**src/rtl/imem_loader.sv**
```systemverilog
// imem_loader: boot-time program loader for the cpu instruction memory.
// Receives a byte stream (2-byte little-endian word count, then the words
// themselves, little-endian), writes each word to consecutive word addresses
// starting at 0, then releases the cpu by raising cpu_enable.
module imem_loader #(
   parameter int MAX_WORDS = 128
) (
   input  logic        clk,
   input  logic        arst,
   input  logic        start,
   input  logic        s_valid,
   input  logic [7:0]  s_data,
   output logic        s_ready,
   output logic [63:0] addr_ext,
   output logic        wen_ext,
   output logic [31:0] wdata_ext,
   output logic        cpu_enable,
   output logic        busy,
   output logic        done,
   output logic        error,
   output logic [15:0] word_count
);

   localparam int IW = (MAX_WORDS > 1) ? $clog2(MAX_WORDS) : 1;

   typedef enum logic [2:0] {
      ST_IDLE,
      ST_HDR,
      ST_LOAD,
      ST_WRITE,
      ST_RUN,
      ST_ERROR
   } state_t;

   state_t          state;
   state_t          state_nxt;
   logic [IW-1:0]   word_idx;
   logic [1:0]      byte_idx;
   logic [23:0]     asm_lo;     // bytes 0..2 of the word being assembled
   logic            accept;
   logic [15:0]     hdr_count;
   logic            hdr_bad;
   logic            last_word;

   // s_ready is a registered Moore output, so accept has no path to outputs
   assign accept    = s_valid & s_ready;
   assign hdr_count = {s_data, word_count[7:0]};
   assign hdr_bad   = (hdr_count == 16'd0) || (hdr_count > 16'(MAX_WORDS));
   assign last_word = ({{(16-IW){1'b0}}, word_idx} == (word_count - 16'd1));

   // Next-state selection
   always_comb begin
      // NOTE: default assignment first so no path leaves state_nxt unassigned (no latch).
      state_nxt = state;
      case (state)
         ST_IDLE, ST_RUN, ST_ERROR: begin
            if (start) state_nxt = ST_HDR;
         end
         ST_HDR: begin
            if (accept && byte_idx[0]) state_nxt = hdr_bad ? ST_ERROR : ST_LOAD;
         end
         ST_LOAD: begin
            if (accept && (byte_idx == 2'd3)) state_nxt = ST_WRITE;
         end
         ST_WRITE: begin
            state_nxt = last_word ? ST_RUN : ST_LOAD;
         end
         default: state_nxt = ST_IDLE;
      endcase
   end

   // State register with Moore outputs registered from the next state
   always_ff @(posedge clk or posedge arst) begin
      // NOTE: sequential state uses non-blocking assignments so every register samples pre-edge values.
      if (arst) begin
         state      <= ST_IDLE;
         s_ready    <= 1'b0;
         wen_ext    <= 1'b0;
         cpu_enable <= 1'b0;
         busy       <= 1'b0;
         done       <= 1'b0;
         error      <= 1'b0;
      end else begin
         state      <= state_nxt;
         s_ready    <= (state_nxt == ST_HDR) || (state_nxt == ST_LOAD);
         wen_ext    <= (state_nxt == ST_WRITE);
         cpu_enable <= (state_nxt == ST_RUN);
         busy       <= (state_nxt == ST_HDR) || (state_nxt == ST_LOAD) || (state_nxt == ST_WRITE);
         done       <= (state_nxt == ST_RUN);
         error      <= (state_nxt == ST_ERROR);
      end
   end

   // Header capture, byte assembly and write-port registers
   always_ff @(posedge clk or posedge arst) begin
      if (arst) begin
         word_idx   <= '0;
         byte_idx   <= 2'd0;
         asm_lo     <= 24'd0;
         word_count <= 16'd0;
         addr_ext   <= 64'd0;
         wdata_ext  <= 32'd0;
      end else begin
         case (state)
            ST_IDLE, ST_RUN, ST_ERROR: begin
               if (start) begin
                  word_idx   <= '0;
                  byte_idx   <= 2'd0;
                  word_count <= 16'd0;
               end
            end
            ST_HDR: begin
               if (accept) begin
                  if (!byte_idx[0]) begin
                     word_count[7:0] <= s_data;
                     byte_idx        <= 2'd1;
                  end else begin
                     word_count[15:8] <= s_data;
                     byte_idx         <= 2'd0;
                  end
               end
            end
            ST_LOAD: begin
               if (accept) begin
                  byte_idx <= byte_idx + 2'd1;
                  case (byte_idx)
                     2'd0: asm_lo[7:0]   <= s_data;
                     2'd1: asm_lo[15:8]  <= s_data;
                     2'd2: asm_lo[23:16] <= s_data;
                     default: begin
                        // Final byte: present the complete word for the WRITE cycle
                        wdata_ext <= {s_data, asm_lo};
                        addr_ext  <= {{(62-IW){1'b0}}, word_idx, 2'b00};
                     end
                  endcase
               end
            end
            ST_WRITE: begin
               if (!last_word) word_idx <= word_idx + 1'b1;
            end
            default: ;
         endcase
      end
   end

endmodule
```
**config.mk**
```make
export PLATFORM = sky130hd
export DESIGN_NAME = imem_loader
export DESIGN_NICKNAME = d
export VERILOG_FILES = /design/src/rtl/imem_loader.sv
export SDC_FILE = /design/constraint.sdc
export NUM_CORES = 1
export LEC_CHECK = 0
export ABC_AREA = 1
export CORE_MARGIN = 3
export CORE_UTILIZATION = 47
export DETAILED_ROUTE_END_ITERATION = 10
export PLACE_DENSITY = 0.74
export SLEW_MARGIN = 20
export SYNTH_ARGS = -nofsm -noshare
export SYNTH_HDL_FRONTEND = slang
export SYNTH_SLANG_ARGS = --single-unit
export TNS_END_PERCENT = 50
```
**constraint.sdc**
```tcl
create_clock -name clk -period 9.5 [get_ports clk]
set_clock_uncertainty 0.2 [all_clocks]
set_input_delay 2.375 -clock clk [delete_from_list [all_inputs] [get_ports clk]]
set_output_delay 2.375 -clock clk [all_outputs]
set_load 0.01 [all_outputs]
```
# Word level (Yosys, flattened, before mapping)
# Index checks and enable logic that the tools add are counted.
[classes]
n_addsub = 3
order_cmp = 1
n_eq_ne = 20
n_mux = 19
n_bitwise = 2
n_reduce_logical = 21
[ops]
columns = ["cell", "count"]
rows = [
  ["$mux W16", 2],
  ["$pmux W16 S2", 1],
  ["$eq A7 B16 Y1", 1],
  ["$gt A16 B8 Y1 const B", 1],
  ["$logic_not A16 Y1", 1],
  ["$mux W8", 2],
  ["$sub A16 B1 Y16 const B", 1],
  ["$mux W3", 5],
  ["$reduce_and A3 Y1", 5],
  ["$mux W7", 2],
  ["$pmux W7 S2", 1],
  ["$eq A3 B2 Y1 const B", 4],
  ["$eq A3 B3 Y1 const B", 4],
  ["$ne A2 B2 Y1 const B", 6],
  ["$pmux W3 S4", 1],
  ["$reduce_and A4 Y1", 3],
  ["$add A7 B1 Y7 const B", 1],
  ["$eq A3 B1 Y1 const B", 2],
  ["$mux W2", 3],
  ["$pmux W2 S3", 1],
  ["$reduce_or A3 Y1", 2],
  ["$eq A2 B2 Y1 const B", 2],
  ["$reduce_bool A2 Y1", 2],
  ["$logic_not A3 Y1", 1],
  ["9 further kinds", 12],
]
[totals]
ff_bits = 96
input_bits = 12
wordCells = 81

# Longest topological paths before layout
[logic_depth]
depth_word = 8
ltp_mapped = 15
depth_no_buf = 15

# Worst setup path before layout
# OpenSTA, ideal clock, no wires.
[synth_timing]
path_type = "input port to flip-flop"
from = "in s_data[4]"
to = "reg busy"
setup_ns = 0.113
t_arrival_ns = 3.311
required_ns = 9.187
path_slack_ns = 5.876
path_stages = 10
n_path_buf = 0
cell_sequence = "inv_1 nand4_1 nor2_1 nand3_1 nand2_1 o21ai_0 a21oi_2 nand3_1 nand2_1 inv_1"
[synth_via]
elab_chain_len = 8
elab_cells_between_ends = 11
classes_between = "order compare: 1; eq/ne: 3; mux: 3; reduce/logical: 4"
[synth_lines]
columns = ["item", "line_no", "source"]
rows = [
  ["start, declared", "12", "input logic [7:0] s_data,"],
  ["$gt A16 B8 Y1 / $logic_not A16 Y1 (equally long branches)", "48", "assign hdr_bad = (hdr_count == 16'd0) || (hdr_count > 16'(MAX_WORDS));"],
  ["$logic_or A1 B1 Y1 (*)", "48", ""],
  ["$mux W3 (*) (2 in series)", "60", "if (accept && byte_idx[0]) state_nxt = hdr_bad ? ST_ERROR : ST_LOAD;"],
  ["$pmux W3 S4 (*)", "55", "case (state)"],
  ["$eq A3 B1 Y1 / $eq A3 B2 Y1 (equally long branches)", "88", "busy <= (state_nxt == ST_HDR) || (state_nxt == ST_LOAD) || (state_nxt == ST_WRITE);"],
  ["$logic_or A1 B1 Y1", "88", ""],
  ["$logic_or A1 B1 Y1 (*)", "88", ""],
  ["end signal, assigned", "88", ""],
  ["end, declared", "18", "output logic busy,"],
]
# Every way passes the cells marked *; elsewhere a longest branch is shown, timed or not.
# A chain may end at the register's enable or synchronous reset.

# Final worst setup path
[layout_timing]
from = "in s_valid"
to = "reg word_count[6]"
[layout_via]
elab_chain_len = 3
[layout_lines]
columns = ["item", "line_no", "source"]
rows = [
  ["start, declared", "11", "input logic s_valid,"],
  ["$and A1 B1 Y1", "46", "assign accept = s_valid & s_ready;"],
  ["$ne A2 B2 Y1 (no line)", "-", ""],
  ["$reduce_and A4 Y1 (no line)", "-", ""],
  ["end signal, assigned", "115", "word_count[7:0] <= s_data;"],
  ["end, declared", "21", "output logic [15:0] word_count"],
]
# No other way between the ends.

==> impl_results.md <==
* Main area contributors after synthesis: dfrtp_1 48%, nand2_1 10%, buf_4 9.0%, mux2_4 6.0%, o21ai_0 5.4%
* Crit-path max FO at 14
* Clock transition at path regs at 0.09 ns
* Most used cell, CP: nand2_1
* Synth Area per Inst at 9.08 sq um
* Crit share post-route at 0.436
* Drt via density at 4.75
* Top Ports at between 100 and 150
* Die area at about 12000 sq um
* Setup violations, final at 0
* Fraction of layout cells with a size suffix above 1 at 0.117
* Final min period at 4.14 ns
* Power density over cell area at 209 nW/um^2
* DRC viols at 0
* Gr ovfl total at 0
* 1st-pass router iterations at 5
* WS Path Type: in2reg
* Setup TNS at 0 ns
* Yosys top cell area share at 0.478
* Fin. max-slew vios at 0
* Routed wire length at roughly 11000 um
* CTS Buf Count at 9
* Post-CTS Setup Repair Bufs at 0
* Core ar. at 10400 sq um
* Max H-tree Level at 3
* FF-to-FF Start: word_count[0]$_DFFE_PP0P_
* Crit path DAT at around 4.2 ns
* Syn Inst Count at 553
* Reg2reg path depth at 15
* Placer Congestion at 0.839
* CTS tree: built
* Cell Area, Synth at 5020 sq um
* Post-cts hold buffer count at 0
* Antenna viol nets, final at 0
* Worst r2r dst: busy$_DFF_PP0_
* YS warnings at 0
* Critical Path End Type: flip-flop
* Initial core utilization at 0.484
* Placement row count at 37
* Asr flop ratio synth at 1.00
* Post-CTS Resized at 0
* Largest net degree at the start of global routing at 65
* Min-delay worst type: reg2reg
* N_diodes at 0
* Slowest CP cell: a211oi_2
* GRT Overall Usage at 0.186
* Post-synth EDFFs at 0
* Clk sink count at 96
* Max stage delay on crit path at 0.64 ns
* WL per Instance at 13.9 um
* Initial DRC Count at 268
* Rel. slew slack at 0.464
* Synthesis-to-layout area growth at 15.6%
* IO buf count at 72
* Most common cell after layout, fill and taps aside: nand2_1
* Fmax achieved at 242 MHz
* DP Wirelength at 7740 um
* Clk buf depth at 2
* Outcome: finished clean
* Die Height at 109 um
* Placed Cells at 750
* Max Cap Violations at 0
* Critical Path RT at roughly 9.6 ns
* First-pass GRT wire length at between 15000 and 20000 um
* Fin nets at 644
* Initial antenna violation count at 0
* Distinct cells, synth at 31
* Actual slew at the worst max-slew pin at 0.803 ns
* Fin. Hold Viols at 0
* Die width at 109 um
* Hold path depth at 2
* Pleak at around 2.9 nW
* Hold Path Origin: asm_lo[11]$_DFFE_PP0P_
* Crit-path cells: clkdlybuf4s50_1 -> nand2_1 -> nand2_1 -> nand2_2 -> a211oi_2 -> mux2_2
* Filler Cell Count at 947
* Most frequent cells in the layout: 134 x nand2_1, 96 x dfrtp_1, 72 x clkdlybuf4s50_1, 57 x conb_1, 54 x o21ai_0
* Unrepaired setup endpoints after global routing: no
* Worst min-delay path endpoint: asm_lo[11]$_DFFE_PP0P_
* Fin util at 0.560
* Synth Register Bits at between 90 and 100
* Clock latency on the worst-skew pair at ~0.37 ns
* Non-filler cells, final at 766
* Startpoint Class: input port
* Via count at approximately 3600
* Main flop type after synthesis: dfrtp_1
* Maximum VDD drop at 100 uV
* Root Buffer Master: clkbuf_8
* Yosys top cell by area: dfrtp_1
* Vias in the first global route at 3473
* Sequential-to-total area share from yosys stat at 0.478
* Flop2flop setup slack at 7.11 ns
through the flow:
stage / hold slack (ns) / area (sq um) / power [mW] / setup WS, ns
2_1_floorplan: 0.246 / 5230 / 0.845 / 4.42
3_3_place_gp: 0.262 / 5630 / 0.963 / 5.04
3_5_place_dp: 0.273 / 5630 / 0.974 / 4.98
4_1_cts: 0.290 / 5810 / 1.22 / 5.37
5_1_grt: 0.310 / 5810 / 1.31 / 5.23
6_report: 0.285 / 5810 / 1.21 / 5.36
power breakdown:
group          switching [mW]  leakage, nW  total, mW  internal (mW)
combinational           0.289         1.49      0.465          0.177
sequential             0.0541         1.32      0.503          0.449
clock                   0.148       0.0852      0.247         0.0985
routing by layer:
metal,vias up,global-route usage,part of all wire
li1,1786,-,-
met1,1727,0.251,0.44
met2,111,0.301,0.48
met3,18,0.0476,0.065
met4,0,0.0499,0.017
met5,-,0,0
layout make-up:
type | instances | area, sq um | area share
clock buffer | 10 | 128 | 0.0220
sequential | 96 | 2400 | 0.414
multi-input combinational | 399 | 2150 | 0.371
inverter | 46 | 174 | 0.0300
timing repair buffer | 73 | 728 | 0.125
clock inverter | 6 | 48.8 | 0.00841
tap | 136 | 170 | 0.0293
registers in the layout, indices dropped and copies added (netlist names):
signal,count
asm_lo,24
s_ready,1
done,1
wdata_ext,32
word_idx,7
word_count,16
byte_idx,2
busy,1
state,3
wen_ext,1
addr_ext,7
error,1
cells by family (layout without fill, tap and decap cells):
family                     after synthesis  in the layout  share of synthesized area
adders and majority gates                7              7                     0.0174
AOI/OAI and AO/OA                       62             62                     0.0660
DFF                                     96             96                      0.478
muxes                                   31             31                     0.0845
xor gates and xnor gates                 8              8                     0.0140
other                                    1             57                   0.000747
and+or+nand+nor                        234            234                      0.205
buffers and inverters                  114            135                      0.135
critical path: cells and delay by family:
kind	cells	cell delay, ns
compound gates	1	0.64
buf+inv	1	0.47
mux	1	0.41
simple gates	3	0.29
worst max-delay path by stage:
stage	startpoint	endpoint	cells after the start
floorplan	arst	addr_ext[2]$_DFFE_PP0P_	1
global placement	s_valid	word_count[5]$_DFFE_PP0P_	6
detailed placement	s_valid	word_count[6]$_DFFE_PP0P_	6
CTS	s_valid	word_count[6]$_DFFE_PP0P_	6
global route	s_valid	word_count[5]$_DFFE_PP0P_	6
finish	s_valid	word_count[6]$_DFFE_PP0P_	6
Yosys cell counts (all sizes together), types with 2 or more instances:
master	n
nand2	143
dfrtp	96
buf	63
nor2	58
o21ai	57
inv	46
mux2	31
nand3	25
ha	7
xor2	6
clkbuf	5
nand4	3
a211oi	2
a21oi	2
nor3	2
nor3b	2
xnor2	2
Note: power is estimated with default switching activity, not from simulation.
